### src/rtl/data_mem_ctrl.sv
// Multi-cycle data-memory stage with a req/resp handshake and programmable wait states.
// Supports LOAD, STORE, scatter-store SSTORE and atomic SWAP, with range and alignment reporting.
module data_mem_ctrl #(
  parameter int DATA_W   = 32,
  parameter int ADDR_W   = 32,
  parameter int DEPTH    = 128,
  parameter int WAIT_CYC = 2
) (
  input  logic              clk,
  input  logic              rst,
  input  logic              req_valid,
  output logic              req_ready,
  input  logic [1:0]        req_op,
  input  logic [ADDR_W-1:0] req_addr,
  input  logic [DATA_W-1:0] req_wdata,
  output logic              resp_valid,
  input  logic              resp_ready,
  output logic [DATA_W-1:0] resp_rdata,
  output logic              resp_err,
  output logic              busy
);

  localparam int         IDX_W     = (DEPTH > 1) ? $clog2(DEPTH) : 1;
  localparam logic [3:0] WAIT_LOAD = (WAIT_CYC > 0) ? 4'(WAIT_CYC - 1) : 4'd0;

  typedef enum logic [1:0] {
    OP_LOAD   = 2'd0,
    OP_STORE  = 2'd1,
    OP_SSTORE = 2'd2,
    OP_SWAP   = 2'd3
  } op_e;

  typedef enum logic [1:0] {
    ST_IDLE   = 2'd0,
    ST_WAIT   = 2'd1,
    ST_ACCESS = 2'd2,
    ST_RESP   = 2'd3
  } state_e;

  // The whole word index is compared, so high address bits can never alias into the array.
  function automatic logic addr_err(input logic [ADDR_W-1:0] addr);
    logic [ADDR_W-3:0] widx;
    widx     = addr[ADDR_W-1:2];
    addr_err = (addr[1:0] != 2'b00) || (widx >= (ADDR_W-2)'(DEPTH));
  endfunction

  state_e              state_q, state_d;
  logic [3:0]          cnt_q, cnt_d;
  op_e                 op_q, op_d;
  logic [ADDR_W-1:0]   addr_q, addr_d;
  logic [DATA_W-1:0]   data_q, data_d;
  logic [DATA_W-1:0]   rdata_q, rdata_d;
  logic                err_q, err_d;
  logic                ready_q, ready_d;
  logic                valid_q, valid_d;
  logic                busy_q, busy_d;

  logic [DATA_W-1:0]   mem_q [DEPTH];
  // Words never written since power-up read back as their own index.
  logic [DEPTH-1:0]    written_q = '0;

  logic [IDX_W-1:0]    acc_idx_s;
  logic                acc_err_s;
  logic [DATA_W-1:0]   rd_word_s;
  logic                mem_we_s;

  assign acc_idx_s = addr_q[IDX_W+1:2];

  // Access-cycle decode: error flag and current contents of the addressed word.
  always_comb begin
    acc_err_s = addr_err(addr_q);
    if (written_q[acc_idx_s]) begin
      rd_word_s = mem_q[acc_idx_s];
    end else begin
      rd_word_s = DATA_W'(acc_idx_s);
    end
  end

  // Next-state and datapath decode for the request/response sequence.
  always_comb begin
    state_d  = state_q;
    cnt_d    = cnt_q;
    op_d     = op_q;
    addr_d   = addr_q;
    data_d   = data_q;
    rdata_d  = rdata_q;
    err_d    = err_q;
    mem_we_s = 1'b0;
    case (state_q)
      ST_IDLE: begin
        if (req_valid) begin
          op_d = op_e'(req_op);
          if (op_e'(req_op) == OP_SSTORE) begin
            addr_d = ADDR_W'(req_wdata);
            data_d = DATA_W'(req_addr);
          end else begin
            addr_d = req_addr;
            data_d = req_wdata;
          end
          if (WAIT_CYC > 0) begin
            state_d = ST_WAIT;
            cnt_d   = WAIT_LOAD;
          end else begin
            state_d = ST_ACCESS;
            cnt_d   = 4'd0;
          end
        end else begin
          state_d = ST_IDLE;
        end
      end
      ST_WAIT: begin
        if (cnt_q == 4'd0) begin
          state_d = ST_ACCESS;
        end else begin
          cnt_d = cnt_q - 4'd1;
        end
      end
      ST_ACCESS: begin
        state_d = ST_RESP;
        err_d   = acc_err_s;
        if (acc_err_s) begin
          rdata_d = '0;
        end else begin
          mem_we_s = (op_q != OP_LOAD);
          case (op_q)
            OP_LOAD, OP_SWAP: rdata_d = rd_word_s;
            default:          rdata_d = '0;
          endcase
        end
      end
      ST_RESP: begin
        if (resp_ready) begin
          state_d = ST_IDLE;
        end else begin
          state_d = ST_RESP;
        end
      end
      default: begin
        state_d = ST_IDLE;
      end
    endcase
    ready_d = (state_d == ST_IDLE);
    valid_d = (state_d == ST_RESP);
    busy_d  = (state_d != ST_IDLE);
  end

  // Control and response registers with synchronous reset.
  always_ff @(posedge clk) begin
    if (rst) begin
      state_q <= ST_IDLE;
      cnt_q   <= 4'd0;
      op_q    <= OP_LOAD;
      addr_q  <= '0;
      data_q  <= '0;
      rdata_q <= '0;
      err_q   <= 1'b0;
      ready_q <= 1'b1;
      valid_q <= 1'b0;
      busy_q  <= 1'b0;
    end else begin
      state_q <= state_d;
      cnt_q   <= cnt_d;
      op_q    <= op_d;
      addr_q  <= addr_d;
      data_q  <= data_d;
      rdata_q <= rdata_d;
      err_q   <= err_d;
      ready_q <= ready_d;
      valid_q <= valid_d;
      busy_q  <= busy_d;
    end
  end

  // Storage write port; contents survive rst, and a reset on the access edge blocks the write.
  always_ff @(posedge clk) begin
    if (mem_we_s && !rst) begin
      mem_q[acc_idx_s]     <= data_q;
      written_q[acc_idx_s] <= 1'b1;
    end
  end

  assign req_ready  = ready_q;
  assign resp_valid = valid_q;
  assign resp_rdata = rdata_q;
  assign resp_err   = err_q;
  assign busy       = busy_q;

endmodule

### config.mk
export PLATFORM = sky130hd
export DESIGN_NAME = data_mem_ctrl
export DESIGN_NICKNAME = d
export VERILOG_FILES = /design/src/rtl/data_mem_ctrl.sv
export SDC_FILE = /design/constraint.sdc
export NUM_CORES = 2
export LEC_CHECK = 0
export CAP_MARGIN = 20
export CORE_MARGIN = 1.5
export CORE_UTILIZATION = 50
export DETAILED_ROUTE_END_ITERATION = 16
export PLACE_DENSITY = 0.65
export SYNTH_ARGS = -nofsm -noshare
export SYNTH_HDL_FRONTEND = slang
export SYNTH_SLANG_ARGS = --single-unit
### constraint.sdc
create_clock -name clk -period 20.8 [get_ports clk]
set_input_delay 4.16 -clock clk [delete_from_list [all_inputs] [get_ports clk]]
set_output_delay 4.16 -clock clk [all_outputs]
set_load 0.03 [all_outputs]
Yosys cells after proc, flatten, opt, wreduce, memory -nomap -nowiden

Memories as Yosys holds them, arrays and structs flattened. A register that Yosys moved wholly into a read port is not among the register bits.
Cells that the tools add are included.

Memories: 1
Logic and storage cells: 62
Flip-flop bits (word level): 236
RAM bits: 4,096
Bits in read-only memories: 0
Output and inout bits: 36
Bits in latches: 0

Bitwise gates (word level): 1
Div/mod/pow operators: 0
Reduce and logical (&&, ||, !) cells: 15
Order comparisons: 3
Shift operators: 0
Multiplexer cells: 22
Add/sub/neg operators: 1
Multipliers: 0
Eq/ne operators: 8

Memory list:

| memory | words | bits a word | rd ports | clocked after memory_dff | write ports | RTL line | text |
|---|---|---|---|---|---|---|---|
| mem_q  | 128   | 32          | 1        | 1                        | 1           | 58       | `logic [DATA_W-1:0] mem_q [DEPTH];` |

Operators with widths:

| cell                | count |
|---|---|
| $mux 32             | 5 |
| $or 128x128->128    | 1 |
| $ge 30x8->1 const B | 1 |
| $mux 7              | 2 |
| $eq 2x2->1 const B  | 5 |
| $lt 7x8->1 const B  | 1 |
| $mux 4              | 2 |
| $pmux 2 s4          | 1 |
| $pmux 4 s2          | 1 |
| $reduce_bool 2->1   | 4 |
| $bmux 1 s7          | 1 |
| $demux 1 s7         | 1 |
| $ge 7x1->1 const B  | 1 |
| $mux 1              | 7 |
| $logic_not 2->1     | 3 |
| $logic_not 4->1     | 1 |
| $mux 2              | 2 |
| $ne 2x2->1 const B  | 2 |
| $sub 4x1->4 const B | 1 |
| $reduce_and 3->1    | 1 |
| $eq 2x1->1 const B  | 1 |
| $logic_and 1x1->1   | 2 |
| $reduce_and 2->1    | 1 |
| $reduce_or 2->1     | 1 |
| other kinds (2)     | 2 |

Longest topological paths before layout

Depth after elaboration: 7
Gate-level depth with buffers: 12
Gate-level depth less buffers: 7

Least setup slack after synthesis

No wires, ideal clock.

Path type: input to register
Start: input port rst
End: memory mem_q[100][0], enable pin
Required time: 20.379 ns
Arrival: 11.096 ns
Setup time: 0.421 ns
Setup slack: 9.283 ns
Cell stages on the path: 5
Cells stage by stage: clkbuf_1 -> nor4_4 -> nand3_1 -> clkbuf_1 -> nor2_1

Cells in the longest elaborated chain, start to end: 4

Ends and longest elaborated chain:

| item                         | RTL line | text |
|---|---|---|
| start: declaration           | 10       | `input logic rst,` |
| $logic_not 1->1              | 176      | `if (mem_we_s && !rst) begin` |
| $logic_and 1x1->1            | 176      |  |
| $mux 1                       | 176      |  |
| $mux 1 (not written as such) | 177      | `mem_q[acc_idx_s] <= data_q;` |
| end: declaration             | 58       |  |

Every way passes these cells.

Worst setup path in the final report

Start: input port rst
End: memory mem_q[54][13], enable pin

The elaborated chain is that of the path after synthesis.

==> impl_metrics.csv <==
group,metric,value,unit
outcome,status,"finished, final reports clean",
clock_network,cts.sinks,4339,
timing,fmax,0.139,GHz
worst_hold_path,min-delay-start,"op_q[0]$_SDFFE_PP0P_",
clock_network,cts-htree-levels,5,
logic_synthesis,yosysSeqAreaShare,77.9,%
layout,final_cell_mix,"4,224 x edfxtp_1, 995 x mux4_2, 421 x clkbuf_16, 300 x a22oi_1, 258 x nand2_1",
layout,layout.cells.non_filler,12700,
worst_setup_path,critPathMaxFanout,77,
logic_synthesis,synthFlopType,"edfxtp_1",
worst_hold_path,hold-path-endpoint,"op_q[0]$_SDFFE_PP0P_",
layout,drive_gt1_share,24.6,%
clock_network,clock_latency,0.94,ns
worst_setup_path,rr_worst_depth,12,
worst_setup_path,critical_path.startpoint_type,"input pin",
routing,drt_iter0_drc,12600,
clock_network,tritoncts,"yes",
routing,via_count,82700,
routing,postRouteWirelength,449000,um
logic_synthesis,synth_warnings,0,
worst_setup_path,r2r_end,"resp_rdata[4]$_SDFFE_PP0N_",
logic_synthesis,synth_top_area_share,76.5,%
logic_synthesis,synth.net_count,7739,
global_routing,grt_max_degree,113,
layout,final_cell_area,0.187,mm2
placement,hpwl,268000,um
clock_network,clkSlewWorstSetupHoldPaths,0.06,ns
layout,final_common_cell,"edfxtp_1",
timing,fin_crit_sh,34.5,%
logic_synthesis,synthDistinctLibCells,68,
placement,placed_cells,11900,
clock_network,cts_hold_buf,0,
die,initial_utilization,50.2,%
worst_setup_path,timing.setup.critical_path_class,"input pin to flip-flop",
logic_synthesis,netlist_instances,7667,
die,dieHeight,579,um
power_and_ir_drop,powerDensity,107,mW/mm2
timing,setup_ws,13.63,ns
timing,fin_worst_skew,0.0507,ns
logic_synthesis,synth_edf_count,4224,
clock_network,cts_root_buf,"clkbuf_16",
timing,hold_viol,0,
clock_network,postCtsSetupRepairBufs,0,
logic_synthesis,ys_top_cells_by_area,"edfxtp_1 76%, mux4_2 14%, dfxtp_1 1.4%, a22oi_1 1.4%, mux2i_1 1.1%",
global_routing,antenna_found_initial,31,
die,rows,211,
layout,num-fill-cells,23800,
timing,worst_pin_slew,1.25,ns
logic_synthesis,synth_area_leader_cell,"edfxtp_1",
power_and_ir_drop,finalPower,20000,uW
die,die_area,0.335,mm2
global_routing,grt_overflow,0,
clock_network,clk_path_buf_depth,4,
placement,io_buffer_count,105,
die,fp.coreArea,0.330,mm2
logic_synthesis,avgSynthCellArea,21.6,um2
worst_hold_path,holdPathStages,2,
timing,drv_slew,0,
flow_run,drv_cap,0,
placement,postPlaceCellArea,0.173,mm2
logic_synthesis,synth_area,0.166,mm2
worst_setup_path,rrSetupSlack,13.67,ns
worst_setup_path,worst_ep_arrival_time,7.71,ns
power_and_ir_drop,p_leak,0.0572,uW
power_and_ir_drop,peakVddDrop,0.102,mV
layout,nets,8006,
routing,drtPass1Iterations,6,
worst_setup_path,cp-end-kind,"flip-flop",
timing,setup_viol,0,
timing,max_slew_margin,16.1,%
worst_hold_path,min_path_type,"flip-flop to flip-flop",
clock_network,post_cts_resize_count,0,
routing,antenna_left,0,
logic_synthesis,async_reset_ff_share,0,%
die,die_w,579,um
logic_synthesis,synth-seq-cells,4339,
clock_network,cts_made_buffers,416,
die,io_pins,106,
timing,fin_crit,7.17,ns
global_routing,first_global_vias,79100,
routing,wl_per_cell,35.5,um
timing,setup_tns,0,ns
timing,grt_setup_unrepaired,"false",
global_routing,grt_pass1_wl,618000,um
worst_setup_path,cp.required,21.34,ns
placement,gp_congestion,1.04,
routing,via_per_inst,6.53,
placement,pre_cts_ws,12.62,ns
global_routing,grt.total_usage,26.7,%
layout,syn_to_final_growth,12.6,%
routing,drc_errors,0,
per-stage QoR:
| step | hold slack [ns] | utilization (%) |
|---|---|---|
| 5_1_grt | 0.486 | 56.5 |
| 4_1_cts | 0.459 | 56.4 |
| 2_1_floorplan | 0.436 | - |
| 3_3_place_gp | 0.454 | 52.4 |
| 3_5_place_dp | 0.450 | 52.4 |
| 6_report | 0.459 | 56.5 |
power breakdown:
| part | internal (uW) | switching [uW] |
|---|---|---|
| logic | 829 | 1690 |
| clock network | 4140 | 3230 |
| registers | 9880 | 234 |
| total | 14800 | 5150 |
worst max-delay path by stage:
stage               start                  endpoint  depth (start not counted)
floorplan             rst   mem_q[100][0]$_DFFE_PP_                          5
global placement      rst  mem_q[126][10]$_DFFE_PP_                          6
detailed placement    rst   mem_q[38][16]$_DFFE_PP_                          6
CTS                   rst    mem_q[38][4]$_DFFE_PP_                          6
global route          rst    mem_q[54][5]$_DFFE_PP_                          6
finish                rst   mem_q[54][13]$_DFFE_PP_                          6
flip-flops by register name, indices dropped and copies added (netlist names), named ones only:
| signal | flops |
|---|---|
| addr_q | 32 |
| busy | 1 |
| cnt_q | 4 |
| data_q | 32 |
| mem_q | 4096 |
| op_q | 2 |
| req_ready | 1 |
| resp_err | 1 |
| resp_rdata | 32 |
| resp_valid | 1 |
| state_q | 2 |
| written_q | 128 |
synthesized netlist by cell type, drive strengths merged, types with 5 or more instances:
master      n
edfxtp   4224
mux4      995
a22oi     300
clkbuf    267
nand2     266
nor2      235
buf       210
mux2i     188
dfxtp     115
o21ai      96
a21oi      93
a221oi     76
a21o       71
a311oi     65
o21bai     58
a22o       54
o22ai      53
a211oi     44
nor4       34
nand3      32
a31oi      30
nor2b      18
o221ai     13
and2       12
mux2       12
nor3       12
nand2b     11
nand4       9
inv         8
a31o        6
and3        6
nand3b      6
a2111oi     5
metal layers:
metal  vias up  track usage (%)  share of wire, %
li1      33100                -                 -
met1     44100             39.0                39
met2      4779             39.7                45
met3       659             6.31                12
met4         6             9.31               4.0
met5         -                0            0.0096
final cells by class:
class	instances	area, um2	share of cell area [%]
diodes	12	30.0	0.0161
clock buffers	514	11000	5.87
clock inverters	243	2150	1.15
inverters	11	41.3	0.0221
multi-input cells	2840	35600	19.1
flip-flops and latches	4339	129000	69.2
well taps	4366	5460	2.93
repair buffers	326	3210	1.72
cell families (layout without fill, tap and decap cells):
group	Yosys count	in the layout	synth area share (%)
multiplexers	1195	1195	14.7
AND/OR/NAND/NOR	658	658	1.73
other	0	12	0
XOR/XNOR	2	2	0.0106
AO/OA/AOI/OAI	983	983	4.29
adder cells (fa/ha/maj)	2	2	0.0151
buffers and inverters	488	1094	1.34
flip-flops	4339	4339	77.9
critical path, cell delays in order:
cell	delay, ns
buf_2	0.10
buf_4	0.35
nor4_4	0.38
buf_4	0.72
nand2_4	0.76
nor2_4	1.08
(Power assumes the default switching activity.)
